`config.mk`:
```
export PLATFORM = sky130hd
export DESIGN_NAME = hswap_sched_flat
export DESIGN_NICKNAME = d
export VERILOG_FILES = /design/src/rtl/hswap_sched_if.sv /design/src/rtl/hswap_sched.sv /design/src/flat_wrapper.sv
export SDC_FILE = /design/constraint.sdc
export NUM_CORES = 1
export LEC_CHECK = 0
export BUFFER_PORTS_ARGS = -buffer_cell sky130_fd_sc_hd__buf_2
export CORE_ASPECT_RATIO = 1.4
export CORE_MARGIN = 3
export CORE_UTILIZATION = 30
export DETAILED_ROUTE_END_ITERATION = 7
export GPL_ROUTABILITY_DRIVEN = 0
export PLACE_DENSITY = 0.59
export RECOVER_POWER = 50
export SYNTH_ARGS = -nofsm -noshare
export SYNTH_HDL_FRONTEND = slang
export SYNTH_SLANG_ARGS = --single-unit
```
`constraint.sdc`:
```
create_clock -name clk -period 1.4 [get_ports clk]
set_input_delay 0.28 -clock clk [delete_from_list [all_inputs] [get_ports clk]]
set_output_delay 0.28 -clock clk [all_outputs]
set_load 0.05 [all_outputs]
```
`src/rtl/hswap_sched_if.sv`:
```
// rtl/hswap_sched_if.sv - request/result bundle for the shared halfword-swap scheduler
//
// Purpose: groups the two requester channels, the result channel and the
//          status outputs of hswap_sched into one interface.
// Ports (signals):
//   a_valid/a_ready/a_data/a_passes  requester A handshake, operand, pass count
//   b_valid/b_ready/b_data/b_passes  requester B handshake, operand, pass count
//   out_valid/out_ready/out_data     result handshake and value
//   out_src                          result owner (0=A, 1=B)
//   busy, done_cnt                   status: RUN/DONE flag, completion count
// Modports: master = producer/consumer side, slave = scheduler side.
interface hswap_sched_if #(
  parameter int WIDTH  = 32,
  parameter int PASS_W = 3,
  parameter int CNT_W  = 16
);
  logic              a_valid;
  logic              a_ready;
  logic [WIDTH-1:0]  a_data;
  logic [PASS_W-1:0] a_passes;
  logic              b_valid;
  logic              b_ready;
  logic [WIDTH-1:0]  b_data;
  logic [PASS_W-1:0] b_passes;
  logic              out_valid;
  logic              out_ready;
  logic [WIDTH-1:0]  out_data;
  logic              out_src;
  logic              busy;
  logic [CNT_W-1:0]  done_cnt;

  modport master (
    output a_valid, a_data, a_passes,
    output b_valid, b_data, b_passes,
    output out_ready,
    input  a_ready, b_ready, out_valid, out_data, out_src, busy, done_cnt
  );

  modport slave (
    input  a_valid, a_data, a_passes,
    input  b_valid, b_data, b_passes,
    input  out_ready,
    output a_ready, b_ready, out_valid, out_data, out_src, busy, done_cnt
  );
endinterface

```
`src/rtl/hswap_sched.sv`:
```
// rtl/hswap_sched.sv - round-robin arbitrated, time-shared iterative halfword-swap unit
//
// Purpose: grants one of two requesters, applies the halfword swap to its
//          operand the requested number of times with a single swap
//          instance, then presents the result on a valid/ready channel.
// Ports:
//   clk      rising-edge clock
//   reset_l  asynchronous active-low reset
//   io       hswap_sched_if.slave: requester A/B channels, result channel,
//            busy and done_cnt status
module hswap_sched #(
  parameter int WIDTH  = 32,
  parameter int PASS_W = 3,
  parameter int CNT_W  = 16
) (
  input  logic          clk,
  input  logic          reset_l,
  hswap_sched_if.slave  io
);

  localparam int HALF = WIDTH / 2;

  typedef enum logic [1:0] {IDLE, RUN, DONE} state_t;

  state_t            state_q, state_d;
  logic [WIDTH-1:0]  acc_q;
  logic [PASS_W-1:0] count_q;
  logic              last_grant_q;  // 0=A, 1=B
  logic              out_src_q;
  logic [CNT_W-1:0]  done_cnt_q;

  logic              grant_b;
  logic              a_rdy, b_rdy, accept;
  logic [WIDTH-1:0]  sel_data;
  logic [PASS_W-1:0] sel_passes;

  function automatic logic [WIDTH-1:0] swap(input logic [WIDTH-1:0] x);
    return {x[HALF-1:0], x[WIDTH-1:HALF]};
  endfunction

  // Arbitration. When both request, B wins only if A was served last.
  // Readies are gated by reset_l so nothing is accepted while in reset.
  always_comb begin
    grant_b    = io.b_valid && (!io.a_valid || !last_grant_q);
    a_rdy      = reset_l && (state_q == IDLE) && io.a_valid && !grant_b;
    b_rdy      = reset_l && (state_q == IDLE) && grant_b;
    accept     = a_rdy || b_rdy;
    sel_data   = grant_b ? io.b_data   : io.a_data;
    sel_passes = grant_b ? io.b_passes : io.a_passes;
  end

  // State register
  always_ff @(posedge clk or negedge reset_l) begin
    if (!reset_l) state_q <= IDLE;
    else          state_q <= state_d;
  end

  // Next-state logic
  always_comb begin
    state_d = state_q;
    unique case (state_q)
      IDLE: if (accept) state_d = (sel_passes == '0) ? DONE : RUN;
      RUN:  if (count_q == PASS_W'(1)) state_d = DONE;
      DONE: if (io.out_ready) state_d = IDLE;
      default: state_d = IDLE;
    endcase
  end

  // Output logic
  always_comb begin
    io.a_ready   = a_rdy;
    io.b_ready   = b_rdy;
    io.out_valid = (state_q == DONE);
    io.busy      = (state_q != IDLE);
    io.out_data  = acc_q;
    io.out_src   = out_src_q;
    io.done_cnt  = done_cnt_q;
  end

  // Datapath: operand capture, one swap per RUN cycle, completion count
  always_ff @(posedge clk or negedge reset_l) begin
    if (!reset_l) begin
      acc_q        <= '0;
      count_q      <= '0;
      last_grant_q <= 1'b1;
      out_src_q    <= 1'b0;
      done_cnt_q   <= '0;
    end else begin
      unique case (state_q)
        IDLE: begin
          if (accept) begin
            acc_q        <= sel_data;
            count_q      <= sel_passes;
            out_src_q    <= grant_b;
            last_grant_q <= grant_b;
          end
        end
        RUN: begin
          acc_q   <= swap(acc_q);
          count_q <= count_q - PASS_W'(1);
        end
        DONE: begin
          if (io.out_ready) done_cnt_q <= done_cnt_q + CNT_W'(1);
        end
        default: ;
      endcase
    end
  end

endmodule
```
`src/flat_wrapper.sv`:
```
// flat-port wrapper written by rule: the top's interface ports become plain ports
module hswap_sched_flat 
#(
  parameter int WIDTH  = 32,
  parameter int PASS_W = 3,
  parameter int CNT_W  = 16
)
  (clk, reset_l, io_a_valid, io_a_data, io_a_passes, io_b_valid, io_b_data, io_b_passes, io_out_ready, io_a_ready, io_b_ready, io_out_valid, io_out_data, io_out_src, io_busy, io_done_cnt);
  hswap_sched_if #(.WIDTH(WIDTH), .PASS_W(PASS_W), .CNT_W(CNT_W)) io_i ();
  input  logic clk;
  input  logic reset_l;
  input wire logic [$bits(io_i.a_valid)-1:0] io_a_valid;
  input wire logic [$bits(io_i.a_data)-1:0] io_a_data;
  input wire logic [$bits(io_i.a_passes)-1:0] io_a_passes;
  input wire logic [$bits(io_i.b_valid)-1:0] io_b_valid;
  input wire logic [$bits(io_i.b_data)-1:0] io_b_data;
  input wire logic [$bits(io_i.b_passes)-1:0] io_b_passes;
  input wire logic [$bits(io_i.out_ready)-1:0] io_out_ready;
  output wire logic [$bits(io_i.a_ready)-1:0] io_a_ready;
  output wire logic [$bits(io_i.b_ready)-1:0] io_b_ready;
  output wire logic [$bits(io_i.out_valid)-1:0] io_out_valid;
  output wire logic [$bits(io_i.out_data)-1:0] io_out_data;
  output wire logic [$bits(io_i.out_src)-1:0] io_out_src;
  output wire logic [$bits(io_i.busy)-1:0] io_busy;
  output wire logic [$bits(io_i.done_cnt)-1:0] io_done_cnt;
  assign io_i.a_valid = io_a_valid;
  assign io_i.a_data = io_a_data;
  assign io_i.a_passes = io_a_passes;
  assign io_i.b_valid = io_b_valid;
  assign io_i.b_data = io_b_data;
  assign io_i.b_passes = io_b_passes;
  assign io_i.out_ready = io_out_ready;
  assign io_a_ready = io_i.a_ready;
  assign io_b_ready = io_i.b_ready;
  assign io_out_valid = io_i.out_valid;
  assign io_out_data = io_i.out_data;
  assign io_out_src = io_i.out_src;
  assign io_busy = io_i.busy;
  assign io_done_cnt = io_i.done_cnt;
  hswap_sched #(.WIDTH(WIDTH), .PASS_W(PASS_W), .CNT_W(CNT_W)) u_core (.clk(clk), .reset_l(reset_l), .io(io_i));
endmodule
```
; Word-level counts from Yosys, hierarchy flattened
; Index checks and enable logic that the tools add are counted.
[word_totals]
register_bits = 55
input_bits = 75
word_cells = 43
[classes]
addsub = 2
n_eq_ne = 6
mux = 11
reduce_logical = 18
[op_table]
columns = operator, count
row1 = $mux W32, 2
row2 = $pmux W32 S2, 1
row3 = $add A16 B1 Y16 const B, 1
row4 = $mux W2, 4
row5 = $mux W3, 2
row6 = $pmux W2 S3, 1
row7 = $pmux W3 S2, 1
row8 = $reduce_and A2 Y1, 3
row9 = $logic_and A1 B1 Y1, 5
row10 = $ne A2 B1 Y1 const B, 2
row11 = $reduce_bool A2 Y1, 2
row12 = $eq A3 B1 Y1 const B, 1
row13 = $logic_not A1 Y1, 3
row14 = $logic_not A3 Y1, 1
row15 = $reduce_and A3 Y1, 1
row16 = $sub A3 B1 Y3 const B, 1
row17 = $eq A2 B1 Y1 const B, 1
row18 = $eq A2 B2 Y1 const B, 1
row19 = $logic_not A2 Y1, 1
row20 = $logic_or A1 B1 Y1, 2
row21 = $ne A2 B2 Y1 const B, 1

; Depth between registers and ports, before layout
[logic_depth]
depth_word = 8
ltp_mapped = 6

; Least setup slack after synthesis
; Ideal clock, no wire load.
[synth_timing]
path_kind = register -> output
start = register u_core.state_q[1]
end = output io_a_ready
arrival_time_ns = 1.616
required_ns = 1.120
slack_ns = -0.496
stages_incl_launch_ff = 5
path_cell_list = dfrtp_1 -> buf_4 -> nor3b_1 -> nand2_1 -> nor2_1
[synth_via]
elab_chain_len = 4
[synth_lines]
columns = item, line_no
row1 = from (decl), hswap_sched.sv:25  ; state_t state_q, state_d;
row2 = from (signal assigned), hswap_sched.sv:55  ; else state_q <= state_d;
row3 = $logic_not A2 Y1, hswap_sched.sv:45  ; a_rdy = reset_l && (state_q == IDLE) && io.a_valid && !grant_b;
row4 = $logic_and A1 B1 Y1 (3 in a row), hswap_sched.sv:45
row5 = to (decl), flat_wrapper.sv:19  ; output wire logic [$bits(io_i.a_ready)-1:0] io_a_ready;
; Every way passes these cells.

; Worst setup path after layout
[layout_timing]
start = register u_core.last_grant_q
end = output io_a_ready
[layout_via]
elab_chain_len = 5
[layout_lines]
columns = item, line_no
row1 = from (decl), hswap_sched.sv:28  ; logic last_grant_q;
row2 = from (signal assigned), hswap_sched.sv:95  ; last_grant_q <= grant_b;
row3 = $logic_not A1 Y1, hswap_sched.sv:44  ; grant_b = io.b_valid && (!io.a_valid || !last_grant_q);
row4 = $logic_or A1 B1 Y1, hswap_sched.sv:44
row5 = $logic_and A1 B1 Y1, hswap_sched.sv:44
row6 = $logic_not A1 Y1, hswap_sched.sv:45
row7 = $logic_and A1 B1 Y1, hswap_sched.sv:45
; Every way passes these cells.

==> flow_summary.ini <==
[floorplanning]
start_util_pct = 31.52
rows = 42
die_width_um = 91.19
die_y_um = 125.3
die-area_sq_mm = 0.01142
io_pins = 128
core_area_sq_mm = 0.009669

[place]
dpl_worst_slack_ns = -0.08739
dp_hpwl_um = 6760
dp_cells = 623
port_buffers = 127

[sta]
finClkSkew_ns = 0.007150
hold_ws_ns = 0.2348
finalHoldViolCount = 0
slew_headroom_pct = 49.77
maxSlewViolCount = 0
fin_ws_ns = -0.2424
worst-slew-pin-transition_ns = 0.7535
rsz0062_at_grt = true
finalSetupViolCount = 44
finalCriticalPeriod_ns = 1.642
clock.fmax_mhz = 608.9
finalCritPeriodShare_pct = 117.3

[setup_path]
r2r_start = u_core.last_grant_q
r2r_cells = 8
r2r_slack_ns = -0.16
max_stage_delay_ns = 0.56
cp.required_ns = 1.12
crit_path_top_delay_cell = dfstp_2
critPathLaunchType = register
endpoint_kind = output pin
crit_path_max_fanout = 2
path_cells = buf_6 > a21boi_4 > buf_12 > nor2_4 > buf_8
critPathArrivalTime_ns = 1.36
critPathKind = reg -> out
r2r_end = u_core.count_q[1]

[pwr]
power.density_mw_per_mm2 = 2353
power.leakage_nw = 2.537
p_clk_share_pct = 11.8
seq_power_share_pct = 23.5
switching_power_mw = 5.862
switching_share_pct = 48.82
peakVddDrop_mv = 1.435
combPwrFrac_pct = 64.7
intPower_mw = 6.144

[job]
max_cap_violations = 0

[detailed_routing]
avgRoutedWirePerCell_um = 16.33
drcViolationCount = 0
drtIter0Drc = 99
drt-vias-per-instance = 4.957
vias = 3232
dr.pass1.iters = 4
ant_nets = 0
finalWirelength_um = 10650

[final_layout]
register_area_sq_mm = 0.001390
drive_above_1_share_pct = 58.27
fin_nets = 597
n_fill_cell = 928
multiInputGateArea_sq_mm = 0.002062
fin_cells = 652
antenna_cells = 0
fin_util_pct = 52.78
synthToLayoutAreaGrowth_pct = 67.45
final_common_cell = buf_2
final_cell_mix = buf_2 (121), nand2_1 (79), dfrtp_1 (44)

[logic_synthesis]
syn_inst = 362
avgSynthCellArea_sq_um = 8.420
synth-simple-area-share_pct = 28.82
muxShareOfSynthArea_pct = 0.8210
synth_area_leaders = dfrtp_1 (44%), nand2_1 (14%), and3_1 (6.6%), o21ai_0 (6.4%), o21ai_1 (4.6%)
synth-adder-area-share_pct = 1.232
synth_xor_area_share_pct = 4.310
synth_compound_area_share_pct = 15.23
synthArstFlopShare_pct = 100.0
syn_nets = 440
synth_area_leader_cell = dfrtp_1
synth_top_family_by_area = simple AND/OR/NAND/NOR gates
yosysSeqAreaShare_pct = 45.20
synth_top_flop_cell = dfrtp_1
synth_edf_count = 0
ys_types = 44
syn_area_sq_mm = 0.003048
ys_warn_count = 0
synth-seq-cells = 55
synth_top_area_share_pct = 44.33

[cts]
numCtsBuffers = 5
htreeDepth = 2
cts_root_buffer = clkbuf_16
clockBufferDepth = 2
clk-insertion-delay-late_ns = 0.29
path_clk_slew_ns = 0.07
cts_sinks = 55
cts_tree = yes

[global_routing]
grt_max_degree = 40
grt_pass1_vias = 3032
track_usage_pct = 15.93
grt-ovfl-total = 0
antenna_found_initial = 0
grt_pass1_wl_um = 14860

[hold_path]
min_path_type = in -> async

[status]
violations = negative setup slack
status = complete, but fails checks
-- worst max path at each step --
stage	depth (start not counted)	from	end
5_1_grt	4	u_core.state_q[0]	io_a_ready
3_5_place_dp	5	u_core.last_grant_q	u_core.io.out_data[17]
4_1_cts	5	u_core.last_grant_q	io_a_ready
3_3_place_gp	5	u_core.last_grant_q	u_core.io.out_data[17]
6_report	5	u_core.last_grant_q	io_a_ready
2_1_floorplan	4	u_core.io.done_cnt[5]	u_core.io.done_cnt[13]
-- routing by layer --
| metal | global-route usage (%) | part of all wire, % | up-vias |
|---|---|---|---|
| li1 | - | - | 1540 |
| met4 | 5.417 | 2.6 | 0 |
| met3 | 3.005 | 5.2 | 18 |
| met1 | 19.34 | 40 | 1561 |
| met2 | 28.06 | 52 | 113 |
| met5 | 0 | 0 | - |
-- worst max-delay path, delay by kind of cell (launching register included) --
| family | cells | cell delay [ns] |
|---|---|---|
| flops | 1 | 0.56 |
| buf+inv | 3 | 0.38 |
| simple gates | 1 | 0.08 |
| compound gates | 1 | 0.05 |
-- cell usage after synthesis (2+ instances only) --
cell,number
and2_1,2
and3_1,32
and4_1,2
buf_2,11
buf_4,4
clkbuf_1,6
dfrtp_1,54
ha_1,3
inv_1,4
nand2_1,113
nand2b_1,3
nand3_1,6
nand4_1,3
nor2_1,8
nor3_1,2
o21a_1,3
o21ai_0,39
o21ai_1,28
xnor2_1,10
xor2_1,5
-- final cells by class --
class	count	share of cell area, %
clock buffers	7	2.599
clock inverters	1	0.5884
inverters	4	0.3677
multi-input cells	281	40.40
flip-flops and latches	55	27.24
well taps	132	3.236
repair buffers	172	25.57
-- flip-flops by register name, indices dropped and copies added (netlist names) --
name and count:
u_core.io.out_src 1, u_core.io.done_cnt 16, u_core.count_q 3, u_core.io.out_data 32, u_core.last_grant_q 1, u_core.state_q 2
-- cells by family after synthesis --
kind of cell,after synthesis
AO/OA/AOI/OAI,81
AND/OR/NAND/NOR,180
buffers and inverters,26
multiplexers,2
adder cells (fa/ha/maj),3
XOR/XNOR,15
flip-flops,55
-- through the flow --
step           total power, mW  area (sq um)  TNS, ns
2_1_floorplan            6.985          3124  -0.3178
3_3_place_gp             8.610          4045  -0.9998
3_5_place_dp             8.711          4045   -1.625
4_1_cts                  10.41          4352   -4.951
5_1_grt                  12.72          5104   -7.420
6_report                 12.01          5104   -5.286
-- what timing repair did --
action / 4_1_cts / 5_1_grt
hold buffers: 1 / 0
endpoints found under the hold margin: 16 / 0
pin swaps: 6 / 85
resized for setup: 23 / 146
setup buffers: 6 / 4
cloned: 0 / 10
setup endpoints to repair: 45 / 52
-- power by group through the flow --
stage	Combinational, mW	Clock [mW]	Sequential, mW
finish	7.77	1.42	2.82
global route	8.31	1.50	2.91
CTS	6.21	1.44	2.77
detailed placement	5.93	0	2.78
global placement	5.84	0	2.77
floorplan	2.47	0	4.52
(Power assumes the default switching activity.)
